$ cat src/rtl/bus_arbiter.sv
// Two-master BUSRQ/BUSAK responder in front of a TV80 core.
// Forwards one request to the CPU, grants round-robin and muxes the owner onto the shared bus.
module bus_arbiter #(
   parameter logic [15:0] MAX_HOLD = 16'd0
) (
   input  logic        clk,
   input  logic        reset_n,
   output logic        cpu_busrq_n,
   input  logic        cpu_busak_n,
   input  logic        m0_busrq_n,
   output logic        m0_busak_n,
   input  logic [15:0] m0_addr,
   input  logic [7:0]  m0_data,
   input  logic        m0_iorq_n,
   input  logic        m0_mreq_n,
   input  logic        m0_rd_n,
   input  logic        m0_wr_n,
   input  logic        m1_busrq_n,
   output logic        m1_busak_n,
   input  logic [15:0] m1_addr,
   input  logic [7:0]  m1_data,
   input  logic        m1_iorq_n,
   input  logic        m1_mreq_n,
   input  logic        m1_rd_n,
   input  logic        m1_wr_n,
   output logic [15:0] bus_addr,
   output logic [7:0]  bus_data,
   output logic        bus_iorq_n,
   output logic        bus_mreq_n,
   output logic        bus_rd_n,
   output logic        bus_wr_n,
   output logic        bus_en,
   output logic [1:0]  owner,
   output logic        hold_err
);

   typedef enum logic [1:0] {
      S_IDLE     = 2'd0,
      S_WAIT_ACK = 2'd1,
      S_GRANT    = 2'd2,
      S_RELEASE  = 2'd3
   } state_t;

   state_t      state_q, state_d;
   logic        sel_q, sel_d;
   logic        last_q, last_d;
   logic        cpu_busrq_n_q, cpu_busrq_n_d;
   logic        m0_busak_n_q, m0_busak_n_d;
   logic        m1_busak_n_q, m1_busak_n_d;
   logic        bus_en_q, bus_en_d;
   logic [1:0]  owner_q, owner_d;
   logic        hold_err_q, hold_err_d;
   logic [15:0] hold_cnt_q, hold_cnt_d;

   logic        req0_s, req1_s, sel_req_s;
   logic [15:0] hold_inc_s;

   assign req0_s     = ~m0_busrq_n;
   assign req1_s     = ~m1_busrq_n;
   assign sel_req_s  = sel_q ? req1_s : req0_s;
   assign hold_inc_s = (hold_cnt_q == 16'hFFFF) ? hold_cnt_q : (hold_cnt_q + 16'd1);

   // State register and all registered outputs
   always_ff @(posedge clk or negedge reset_n) begin
      if (!reset_n) begin
         state_q       <= S_IDLE;
         sel_q         <= 1'b0;
         last_q        <= 1'b1;
         cpu_busrq_n_q <= 1'b1;
         m0_busak_n_q  <= 1'b1;
         m1_busak_n_q  <= 1'b1;
         bus_en_q      <= 1'b0;
         owner_q       <= 2'b00;
         hold_err_q    <= 1'b0;
         hold_cnt_q    <= 16'd0;
      end else begin
         state_q       <= state_d;
         sel_q         <= sel_d;
         last_q        <= last_d;
         cpu_busrq_n_q <= cpu_busrq_n_d;
         m0_busak_n_q  <= m0_busak_n_d;
         m1_busak_n_q  <= m1_busak_n_d;
         bus_en_q      <= bus_en_d;
         owner_q       <= owner_d;
         hold_err_q    <= hold_err_d;
         hold_cnt_q    <= hold_cnt_d;
      end
   end

   // Next-state and next-output logic of the handshake FSM
   always_comb begin
      state_d       = state_q;
      sel_d         = sel_q;
      last_d        = last_q;
      cpu_busrq_n_d = cpu_busrq_n_q;
      m0_busak_n_d  = m0_busak_n_q;
      m1_busak_n_d  = m1_busak_n_q;
      bus_en_d      = bus_en_q;
      owner_d       = owner_q;
      hold_err_d    = hold_err_q;
      hold_cnt_d    = hold_cnt_q;

      case (state_q)
         S_IDLE: begin
            if (req0_s || req1_s) begin
               state_d       = S_WAIT_ACK;
               cpu_busrq_n_d = 1'b0;
               // On a tie the master that did not own the bus last time wins
               if (req0_s && req1_s) begin
                  sel_d = ~last_q;
               end else begin
                  sel_d = req1_s;
               end
            end else begin
               state_d = S_IDLE;
            end
         end
         S_WAIT_ACK: begin
            if (!sel_req_s) begin
               state_d       = S_RELEASE;
               cpu_busrq_n_d = 1'b1;
               last_d        = sel_q;
            end else if (!cpu_busak_n) begin
               state_d      = S_GRANT;
               m0_busak_n_d = sel_q;
               m1_busak_n_d = ~sel_q;
               bus_en_d     = 1'b1;
               owner_d      = sel_q ? 2'b10 : 2'b01;
               hold_cnt_d   = 16'd0;
            end else begin
               state_d = S_WAIT_ACK;
            end
         end
         S_GRANT: begin
            if (cpu_busak_n || !sel_req_s) begin
               state_d       = S_RELEASE;
               cpu_busrq_n_d = 1'b1;
               m0_busak_n_d  = 1'b1;
               m1_busak_n_d  = 1'b1;
               bus_en_d      = 1'b0;
               owner_d       = 2'b00;
               last_d        = sel_q;
               // CPU withdrawing its acknowledge under a live grant is a protocol fault
               if (cpu_busak_n) begin
                  hold_err_d = 1'b1;
               end else begin
                  hold_err_d = hold_err_q;
               end
            end else begin
               hold_cnt_d = hold_inc_s;
               if ((MAX_HOLD != 16'd0) && (hold_inc_s == MAX_HOLD)) begin
                  hold_err_d = 1'b1;
               end else begin
                  hold_err_d = hold_err_q;
               end
            end
         end
         S_RELEASE: begin
            if (cpu_busak_n) begin
               state_d = S_IDLE;
            end else begin
               state_d = S_RELEASE;
            end
         end
         default: begin
            state_d       = S_IDLE;
            cpu_busrq_n_d = 1'b1;
            m0_busak_n_d  = 1'b1;
            m1_busak_n_d  = 1'b1;
            bus_en_d      = 1'b0;
            owner_d       = 2'b00;
         end
      endcase
   end

   // Shared-bus mux; parked at idle values whenever no master owns the bus
   always_comb begin
      bus_addr   = 16'h0000;
      bus_data   = 8'h00;
      bus_iorq_n = 1'b1;
      bus_mreq_n = 1'b1;
      bus_rd_n   = 1'b1;
      bus_wr_n   = 1'b1;
      if (!bus_en_q) begin
         bus_addr = 16'h0000;
      end else if (sel_q) begin
         bus_addr   = m1_addr;
         bus_data   = m1_data;
         bus_iorq_n = m1_iorq_n;
         bus_mreq_n = m1_mreq_n;
         bus_rd_n   = m1_rd_n;
         bus_wr_n   = m1_wr_n;
      end else begin
         bus_addr   = m0_addr;
         bus_data   = m0_data;
         bus_iorq_n = m0_iorq_n;
         bus_mreq_n = m0_mreq_n;
         bus_rd_n   = m0_rd_n;
         bus_wr_n   = m0_wr_n;
      end
   end

   assign cpu_busrq_n = cpu_busrq_n_q;
   assign m0_busak_n  = m0_busak_n_q;
   assign m1_busak_n  = m1_busak_n_q;
   assign bus_en      = bus_en_q;
   assign owner       = owner_q;
   assign hold_err    = hold_err_q;

endmodule

$ cat config.mk
export PLATFORM = sky130hd
export DESIGN_NAME = bus_arbiter
export DESIGN_NICKNAME = d
export VERILOG_FILES = /design/src/rtl/bus_arbiter.sv
export SDC_FILE = /design/constraint.sdc
export NUM_CORES = 1
export LEC_CHECK = 0
export CAP_MARGIN = 30
export CORE_MARGIN = 3
export CORE_UTILIZATION = 33
export CTS_CLUSTER_DIAMETER = 200
export DETAILED_ROUTE_END_ITERATION = 7
export HOLD_SLACK_MARGIN = 0.08
export PLACE_DENSITY = 0.9
export REMOVE_ABC_BUFFERS = 1
export SYNTH_ARGS = -nofsm -noshare
export SYNTH_HDL_FRONTEND = slang
export SYNTH_SLANG_ARGS = --single-unit
export TNS_END_PERCENT = 20
$ cat constraint.sdc
create_clock -name clk -period 2 [get_ports clk]
set_clock_uncertainty 0.05 [all_clocks]
set_input_delay 0.4 -clock clk [delete_from_list [all_inputs] [get_ports clk]]
set_output_delay 0.4 -clock clk [all_outputs]
set_load 0.01 [all_outputs]
==> results.cfg <==
[timing]
hold_violations = 0
setup_ws_ns = 0.129
relSlewSlack_pct = 66.7
layout_min_cycle_time_ns = 1.87
finalCritPeriodShare_pct = 93.6
maxSlewViolCount = 0
hold_ws_ns = 0.408
setup_violations = 0
fin_setup_tns_ns = 0
fmax_ghz = 0.534
rsz0062_at_grt = false
tightest_slew_ns = 0.499

[grt]
grt_max_degree = 18
overflow = 0
grt_pass1_vias = 1224
antenna_found_initial = 0
grt_pass1_wl_um = 6210
track_usage_pct = 18.2

[floorplan]
ios = 96
num_rows = 20
design.die.area_sq_um = 4270
core-area_sq_um = 3200
die_x_um = 65.4
chipHeight_um = 65.4
initial_core_util_pct = 36.3

[pwr]
max-vdd-ir-drop_v = 0.000768
leakagePower_nw = 1.06
p_total_mw = 2.65
pwr_density_cell_nw_per_um2 = 1190

[worst_setup_path]
crit_family = buffers and inverters
path_cells = buf_12 -> mux2i_1 -> nor2b_1 -> dlygate4sd2_1
path_max_fanout = 15
crit_buf_inv = 2
cp_slowest_stage_delay_ns = 0.42
critPathKind = reg2out
worstPathRequired_ns = 1.55
reg2reg_depth = 5
arrival_ns = 1.42
r2r-start = state_q[0]
cp_slowest_cell = dfrtp_2
startpoint_type = flip-flop
cp.depth = 4
cp-end-kind = output port
critPathLaunch = sel_q

[cells_and_area]
multi_input_area_sq_um = 823
drive_gt1_share_pct = 12.9
syn2layout_area_growth_pct = 91.3
ff_latch_area_sq_um = 282
nNetsFinal = 294
diodes = 0
fillers = 284

[clock_network]
clock-root-buffer = clkbuf_4
clk_pin_slew_worst_paths_ns = 0.07
numCtsBuffers = 3
cts_buffer_depth = 2
htree_levels = 1
clock_latency_ns = 0.27
cts_tree = built
clock-sinks = 11
postCtsHoldBufs = 0

[synth]
syn_area_per_cell_sq_um = 9.38
ys.flop_type = dfrtp_1
synth_area_sq_um = 1160
netlist_instances = 124
synth_cell_type_count = 32
async_reset_ff_share_pct = 100
ys_ff_latch = 11
yosysSeqAreaShare_pct = 24.1
yosys_warnings = 0
synth-edff-count = 0

[placement]
dp_hpwl_um = 3340
io_buffer_count = 95
pre_cts_ws_ns = -0.0486
gp_congestion = 0.778

[detailed_routing]
drc_errors = 0
viasPerCell = 4.64
routed_wl_um = 3860
ant_nets = 0
vias = 1247
wl_per_cell_um = 14.3
first_pass_iters = 5
drt_iter0_markers = 33

[job]
drv_cap = 0

[worst_hold_path]
hold_path_class = in2async

[outcome]
status = completed
[layout make-up]
class / count / share of cell area (%)
Clock inverter: 1 / 0.225
Timing Repair Buffer: 105 / 45.6
Inverter: 6 / 1.01
Multi-Input combinational cell: 99 / 37.0
Clock buffer: 3 / 1.01
Sequential cell: 11 / 12.6
Tap cell: 44 / 2.47
[flip-flops by register name, summed over array words and instances (netlist names)]
signal	count
bus_en	1
last_q	1
m0_busak_n	1
owner	2
m1_busak_n	1
cpu_busrq_n	1
state_q	2
hold_err	1
sel_q	1
[worst reg2reg max path: stages (launching register included)]
cell     delay [ns]
dfrtp_1        0.43
inv_1          0.13
ha_1           0.29
buf_4          0.18
o22ai_4        0.25
mux2_4         0.32
[cell families after synthesis]
group                    count (synthesis)  synth area share, %
adder cells (fa/ha/maj)                  7                 7.53
buffers and inverters                   14                 5.16
AO/OA/AOI/OAI                           12                 8.50
AND/OR/NAND/NOR                         45                 22.5
multiplexers                            35                 32.3
flip-flops                              11                 24.1
[cells in the mapped netlist (3+ instances only)]
library cell	number	share of area, %
nor2b_1	27	15
inv_1	6	1.9
dfrtp_1	7	15
nand2_1	7	2.3
clkbuf_1	4	1.3
mux2i_1	30	26
ha_1	7	7.5
dfstp_2	4	9.0
buf_2	3	1.3
[through the flow]
stage / instances / utilization, % / area (sq um)
detailed placement: 265 / 69.7 / 2230
floorplan: 116 / - / 1130
global placement: 265 / 69.7 / 2230
global route: 269 / 69.5 / 2230
finish: 269 / 69.5 / 2230
CTS: 269 / 69.5 / 2230
[report_power, final]
group | switching (mW) | internal [mW] | total [mW]
Combinational | 0.885 | 1.15 | 2.03
Clock | 0.0774 | 0.0741 | 0.152
Sequential | 0.0969 | 0.372 | 0.469
[placed cells by master, fill, tap and decap left out, types with 3 or more instances in the layout]
master           Yosys  layout
dfstp_2              4       4
clkbuf_4             0       3
ha_1                 7       7
clkdlybuf4s50_1      0      67
dfrtp_1              7       6
inv_1                6       6
nand2_1              7       7
mux2i_1             30      30
buf_4                1       8
nor2b_1             27      27
dlygate4sd2_1        0      28
[layer usage]
layer | GRT usage [%] | routed length, um | vias up
met4 | 4.66 | 39 | 0
met2 | 31.7 | 1900 | 54
met3 | 4.44 | 340 | 5
li1 | - | - | 628
met5 | 0 | 0 | -
met1 | 22.4 | 1580 | 560
[worst paths after layout]
check	to	slack [ns]
max	bus_addr[0]	0.13
min	hold_err	0.41
max reg2reg	owner[1]	0.24
min reg2reg	hold_err	0.41
max in group asynchronous	sel_q	1.13
min in group clk	hold_err	0.41
[repair_timing]
item / CTS / global route
setup buffers: 0 / 0
resized for setup: 28 / 0
endpoints found under the setup margin: 28 / 0
Note: power is estimated with default switching activity, not from simulation.
